===== config.mk =====
export PLATFORM = sky130hd
export DESIGN_NAME = key_event_gen
export DESIGN_NICKNAME = d
export VERILOG_FILES = /design/src/rtl/key_event_gen_pkg.sv /design/src/rtl/key_debounce.sv /design/src/rtl/key_event_gen.sv
export SDC_FILE = /design/constraint.sdc
export NUM_CORES = 1
export LEC_CHECK = 0
export CAP_MARGIN = 20
export CORE_MARGIN = 5
export CORE_UTILIZATION = 55
export DETAILED_ROUTE_END_ITERATION = 8
export PLACE_DENSITY = 0.73
export SLEW_MARGIN = 20
export SYNTH_ARGS = -nofsm -noshare
export SYNTH_HDL_FRONTEND = slang
export SYNTH_HIERARCHICAL = 1
export SYNTH_SLANG_ARGS = --single-unit

===== constraint.sdc =====
create_clock -name CLOCK_50 -period 3 [get_ports CLOCK_50]
set_input_delay 0.45 -clock CLOCK_50 [delete_from_list [all_inputs] [get_ports CLOCK_50]]
set_output_delay 0.45 -clock CLOCK_50 [all_outputs]
set_load 0.02 [all_outputs]

===== src/rtl/key_event_gen_pkg.sv =====
// Shared definitions for the push-button event generator:
// repeat FSM state encodings, 50 MHz default timing and width helpers.
package key_event_gen_pkg;

    // Per-key repeat FSM states
    typedef enum logic [1:0] {
        IDLE   = 2'd0,
        WAIT   = 2'd1,
        REPEAT = 2'd2
    } rep_state_e;

    // Default timing for a 50 MHz CLOCK_50
    localparam int DEF_N_KEYS              = 3;
    localparam int DEF_DEBOUNCE_CYCLES     = 500_000;
    localparam int DEF_REPEAT_DELAY_CYCLES = 25_000_000;
    localparam int DEF_REPEAT_RATE_CYCLES  = 5_000_000;

    // Counter width able to hold 0..n-1, never narrower than one bit
    function automatic int cnt_width(input int n);
        return (n > 1) ? $clog2(n) : 1;
    endfunction

    function automatic int max2(input int a, input int b);
        return (a > b) ? a : b;
    endfunction

endpackage


===== src/rtl/key_debounce.sv =====
// One push-button: 2-flop synchronizer plus debounce counter.
// Ports: clk, rst (async, active-high), key_n (raw, active-low),
//        level (debounced, 1 = pressed).
module key_debounce
    import key_event_gen_pkg::*;
#(
    parameter int DEBOUNCE_CYCLES = DEF_DEBOUNCE_CYCLES
) (
    input  logic clk,
    input  logic rst,
    input  logic key_n,
    output logic level
);

    localparam int CW = cnt_width(DEBOUNCE_CYCLES);
    localparam logic [CW-1:0] LAST = CW'(DEBOUNCE_CYCLES - 1);

    logic          sync_a;
    logic          sync_b;
    logic          synced;
    logic          stable;
    logic [CW-1:0] count;

    // Synchronizer presets to the released (high) level
    always_ff @(posedge clk or posedge rst) begin
        if (rst) begin
            sync_a <= 1'b1;
            sync_b <= 1'b1;
        end else begin
            sync_a <= key_n;
            sync_b <= sync_a;
        end
    end

    assign synced = ~sync_b;

    // Any return to the current stable level restarts the count,
    // so a glitch shorter than DEBOUNCE_CYCLES leaves no trace.
    always_ff @(posedge clk or posedge rst) begin
        if (rst) begin
            stable <= 1'b0;
            count  <= '0;
        end else if (synced == stable) begin
            count  <= '0;
        end else if (count == LAST) begin
            stable <= synced;
            count  <= '0;
        end else begin
            count  <= count + 1'b1;
        end
    end

    assign level = stable;

endmodule


===== src/rtl/key_event_gen.sv =====
// Converts raw active-low KEY levels into debounced level, press and
// release strobes, and auto-repeating step strobes, one lane per key.
// Ports: CLOCK_50, reset (async, active-high), key_n[N_KEYS] raw keys;
//        held, press_pulse, release_pulse, step_pulse, long_press.
module key_event_gen
    import key_event_gen_pkg::*;
#(
    parameter int N_KEYS              = DEF_N_KEYS,
    parameter int DEBOUNCE_CYCLES     = DEF_DEBOUNCE_CYCLES,
    parameter int REPEAT_DELAY_CYCLES = DEF_REPEAT_DELAY_CYCLES,
    parameter int REPEAT_RATE_CYCLES  = DEF_REPEAT_RATE_CYCLES
) (
    input  logic              CLOCK_50,
    input  logic              reset,
    input  logic [N_KEYS-1:0] key_n,
    output logic [N_KEYS-1:0] held,
    output logic [N_KEYS-1:0] press_pulse,
    output logic [N_KEYS-1:0] release_pulse,
    output logic [N_KEYS-1:0] step_pulse,
    output logic [N_KEYS-1:0] long_press
);

    localparam int RW = cnt_width(
        max2(REPEAT_DELAY_CYCLES, REPEAT_RATE_CYCLES) + 1);
    localparam logic [RW-1:0] DELAY_LAST = RW'(REPEAT_DELAY_CYCLES - 1);
    localparam logic [RW-1:0] RATE_LAST  = RW'(REPEAT_RATE_CYCLES - 1);

    for (genvar i = 0; i < N_KEYS; i++) begin : g_key

        logic          level;
        rep_state_e    state;
        rep_state_e    state_nxt;
        logic [RW-1:0] cnt;
        logic [RW-1:0] cnt_nxt;
        logic          press_nxt;
        logic          release_nxt;
        logic          step_nxt;
        logic          long_nxt;
        logic          press_q;
        logic          release_q;
        logic          step_q;
        logic          long_q;

        key_debounce #(
            .DEBOUNCE_CYCLES(DEBOUNCE_CYCLES)
        ) u_db (
            .clk  (CLOCK_50),
            .rst  (reset),
            .key_n(key_n[i]),
            .level(level)
        );

        // State register
        always_ff @(posedge CLOCK_50 or posedge reset) begin
            if (reset) begin
                state <= IDLE;
                cnt   <= '0;
            end else begin
                state <= state_nxt;
                cnt   <= cnt_nxt;
            end
        end

        // Next state; counter clears on every state change and
        // wraps on each repeat step, so it can never overflow.
        always_comb begin
            state_nxt = state;
            cnt_nxt   = cnt;
            unique case (state)
                IDLE: begin
                    cnt_nxt = '0;
                    if (level) begin
                        state_nxt = WAIT;
                    end
                end
                WAIT: begin
                    if (!level) begin
                        state_nxt = IDLE;
                        cnt_nxt   = '0;
                    end else if (cnt == DELAY_LAST) begin
                        state_nxt = REPEAT;
                        cnt_nxt   = '0;
                    end else begin
                        cnt_nxt = cnt + 1'b1;
                    end
                end
                REPEAT: begin
                    if (!level) begin
                        state_nxt = IDLE;
                        cnt_nxt   = '0;
                    end else if (cnt == RATE_LAST) begin
                        cnt_nxt = '0;
                    end else begin
                        cnt_nxt = cnt + 1'b1;
                    end
                end
                default: begin
                    state_nxt = IDLE;
                    cnt_nxt   = '0;
                end
            endcase
        end

        // Outputs decoded from the transition being taken; a release
        // masks any step that would otherwise be due this cycle.
        always_comb begin
            press_nxt   = (state == IDLE) && level;
            release_nxt = (state != IDLE) && !level;
            long_nxt    = (state == WAIT) && level
                          && (cnt == DELAY_LAST);
            step_nxt    = press_nxt || long_nxt
                          || ((state == REPEAT) && level
                              && (cnt == RATE_LAST));
        end

        // Registered strobes
        always_ff @(posedge CLOCK_50 or posedge reset) begin
            if (reset) begin
                press_q   <= 1'b0;
                release_q <= 1'b0;
                step_q    <= 1'b0;
                long_q    <= 1'b0;
            end else begin
                press_q   <= press_nxt;
                release_q <= release_nxt;
                step_q    <= step_nxt;
                long_q    <= long_nxt;
            end
        end

        assign held[i]          = level;
        assign press_pulse[i]   = press_q;
        assign release_pulse[i] = release_q;
        assign step_pulse[i]    = step_q;
        assign long_press[i]    = long_q;

    end

endmodule

==> results_dict.tcl <==
set metrics [dict create \
    drv_cap 0 \
    dr.pass1.iters 5 \
    synth_common_cells "dfrtp_1 (153), nor2_1 (122), xnor2_1 (58)" \
    met3_usage_pct 4.08 \
    dp_cells 998 \
    vias_per_cell 5.76 \
    slew_violations 0 \
    netlist_area_um2 8160 \
    ys_seq_elements 159 \
    grt_antenna_before_repair 0 \
    drt_wl_total_mm 15.8 \
    finalPower_mw 4.32 \
    r2r-start "g_key[1].cnt[7]" \
    syn_avg_cell_area_um2 9.93 \
    cp.buffers_inverters 0 \
    tritoncts "done" \
    powerDensity_nw_per_um2 483 \
    numCtsBuffers 17 \
    syn_to_final_growth_pct 9.69 \
    die_h_um 132 \
    peakVddDrop_mv 0.405 \
    gp_congestion 0.891 \
    grt_overflow_total 0 \
    reg2reg_depth 5 \
    cts_buffer_depth 2 \
    busiest_layer "met2" \
    rows 44 \
    path_delay_family "simple AND/OR/NAND/NOR gates" \
    antenna_cells 0 \
    p_leak_nw 3.54 \
    worst_clock_skew_ns 0.00951 \
    ys_warn_count 6 \
    start_util_pct 56.2 \
    fin_cells 1030 \
    synthTopCellsByArea "dfrtp_1 (47%), xnor2_1 (6.2%), xor2_1 (5.8%), nor2_1 (5.6%), nand3_1 (3.4%)" \
    ys.flop_type "dfrtp_1" \
    port-buffer-count 19 \
    synthDistinctLibCells 54 \
    drive_above_1_share_pct 10.9 \
    synthMostInstantiatedCell "dfrtp_1" \
    core_um2 14500 \
    cp_num_cells 5 \
    grt_pass1_vias 6076 \
    crit_path_end_kind "flop" \
    fin_crit_sh_pct 85.5 \
    fmax_mhz 390 \
    arrival_ns 2.86 \
    cts_resized 0 \
    cpMaxStageDelayCell "or4b_1" \
    holdBufCountCts 0 \
    async_flop_share_pct 100 \
    cts_root_buf "clkbuf_16" \
    path_cells "or4b_1 -> or4_4 -> nor4_4 -> o22a_4 -> nor2_1" \
    setup_viol 0 \
    grtUsageMet2_pct 31.9 \
    insertion_delay_ns 0.43 \
    synthCells 822 \
    dp_hpwl_mm 11.2 \
    cts_post_setup_buffers_inserted 0 \
    hold_viol 0 \
    slowest_delay_ns 0.54 \
    required_ns 3.29 \
    status "complete, no violations" \
    io_pins 20 \
    ant_nets 0 \
    cts_num_sinks 159 \
    critPathKind "reg2reg" \
    holdWs_ns 0.356 \
    met1_usage_pct 24.4 \
    critPathLaunchType "flop" \
    die_x_um 132 \
    yosysSeqAreaShare_pct 48.8 \
    hp-class "reg2reg" \
    nNetsFinal 853 \
    worst_pin_slew_ns 0.828 \
    route.detailed.drc 0 \
    rsz0062_at_grt "false" \
    grt_pass1_wl_mm 28.1 \
    cts-htree-levels 4 \
    synth_edf_count 0 \
    grt.total_usage_pct 19.2 \
    yosysTopAreaCell "dfrtp_1" \
    hold_start "g_key[1].u_db/sync_a" \
    slew_headroom_pct 44.7 \
    synthDominantCellAreaShare_pct 46.9 \
    tns_ns 0 \
    whs_path_depth 0 \
    drt_iter0_drc 405 \
    cp_max_fo 25 \
    grt_max_degree 44 \
    synth_fp_nets 842 \
    fin_crit_ns 2.56 \
    clk_pin_slew_ns 0.06 \
    die_area_um2 17400 \
    wl_per_cell_um 15.3 \
    vias 5936 \
    critPathLaunch "g_key[1].cnt[7]" \
]
worst reg2reg max path, delay by kind of cell (launching register included):
| family | cells | cell delay (ns) |
|---|---|---|
| AND/OR/NAND/NOR | 4 | 1.52 |
| flip-flops | 1 | 0.45 |
| AO/OA/AOI/OAI | 1 | 0.44 |
path summary, 6_finish.rpt:
path / endpoint / slack, ns
worst max-delay path: g_key[1].cnt[16] / 0.44
min in group asynchronous: g_key[0].state[0] / 0.60
worst min register to register: g_key[1].u_db/sync_b / 0.36
worst min-delay path: g_key[1].u_db/sync_b / 0.36
max in group asynchronous: g_key[1].cnt[19] / 1.66
worst max register to register: g_key[1].cnt[16] / 0.44
per-layer routing:
metal | wire length (um) | vias to the layer above
li1 | - | 2869
met1 | 6920 | 2917
met2 | 8030 | 120
met3 | 561 | 30
met4 | 293 | 0
met5 | 0 | -
state kept, by name, indices dropped and copies added (netlist names):
register           cells
g_key.cnt             75
g_key.u_db/count      57
g_key.step_q           3
g_key.u_db/level       3
g_key.press_q          3
g_key.state            6
g_key.u_db/sync_a      3
g_key.u_db/sync_b      3
g_key.long_q           3
g_key.release_q        3
power by group:
part | total (mW) | internal, mW | leakage, nW | switching [mW]
combinational | 0.0848 | 0.0202 | 1.07 | 0.0646
sequential | 2.17 | 2.16 | 2.19 | 0.0115
clock | 2.06 | 1.18 | 0.271 | 0.887
total | 4.32 | 3.36 | 3.54 | 0.963
logic make-up after synthesis:
| kind of cell | Yosys count | share of synthesized area (%) |
|---|---|---|
| simple gates | 417 | 27.7 |
| flops | 159 | 48.8 |
| xor+xnor | 112 | 12.0 |
| buf+inv | 65 | 4.57 |
| compound gates | 54 | 4.55 |
| fa+ha+maj | 15 | 2.30 |
cell usage in the layout, fill, tap and decap left out, drive strengths merged, types with 17 or more instances in the layout:
master	count
clkbuf	18
nand4	36
clkdlybuf4s50	19
nor4	22
a21oi	17
nand3	55
and3	18
inv	34
xor2	54
nand2	52
xnor2	58
o21ai	18
dfrtp	153
nor2	142
stage by stage:
stage / worst slack, ns / util, % / area (um2)
floorplan: 0.130 / - / 8160
global placement: 0.521 / 57.7 / 8380
detailed placement: 0.466 / 57.7 / 8380
CTS: 0.422 / 61.6 / 8950
global route: 0.324 / 61.6 / 8950
finish: 0.435 / 61.6 / 8950
cell type report:
type                       count  area [um2]
timing repair buffer          26         243
tap                          184         230
sequential                   159        3990
clock inverter                14         134
multi-input combinational    598        3800
fill                        1159        5580
inverter                      31         118
clock buffer                  18         439
No activity file was read; power rests on OpenSTA's default activity.
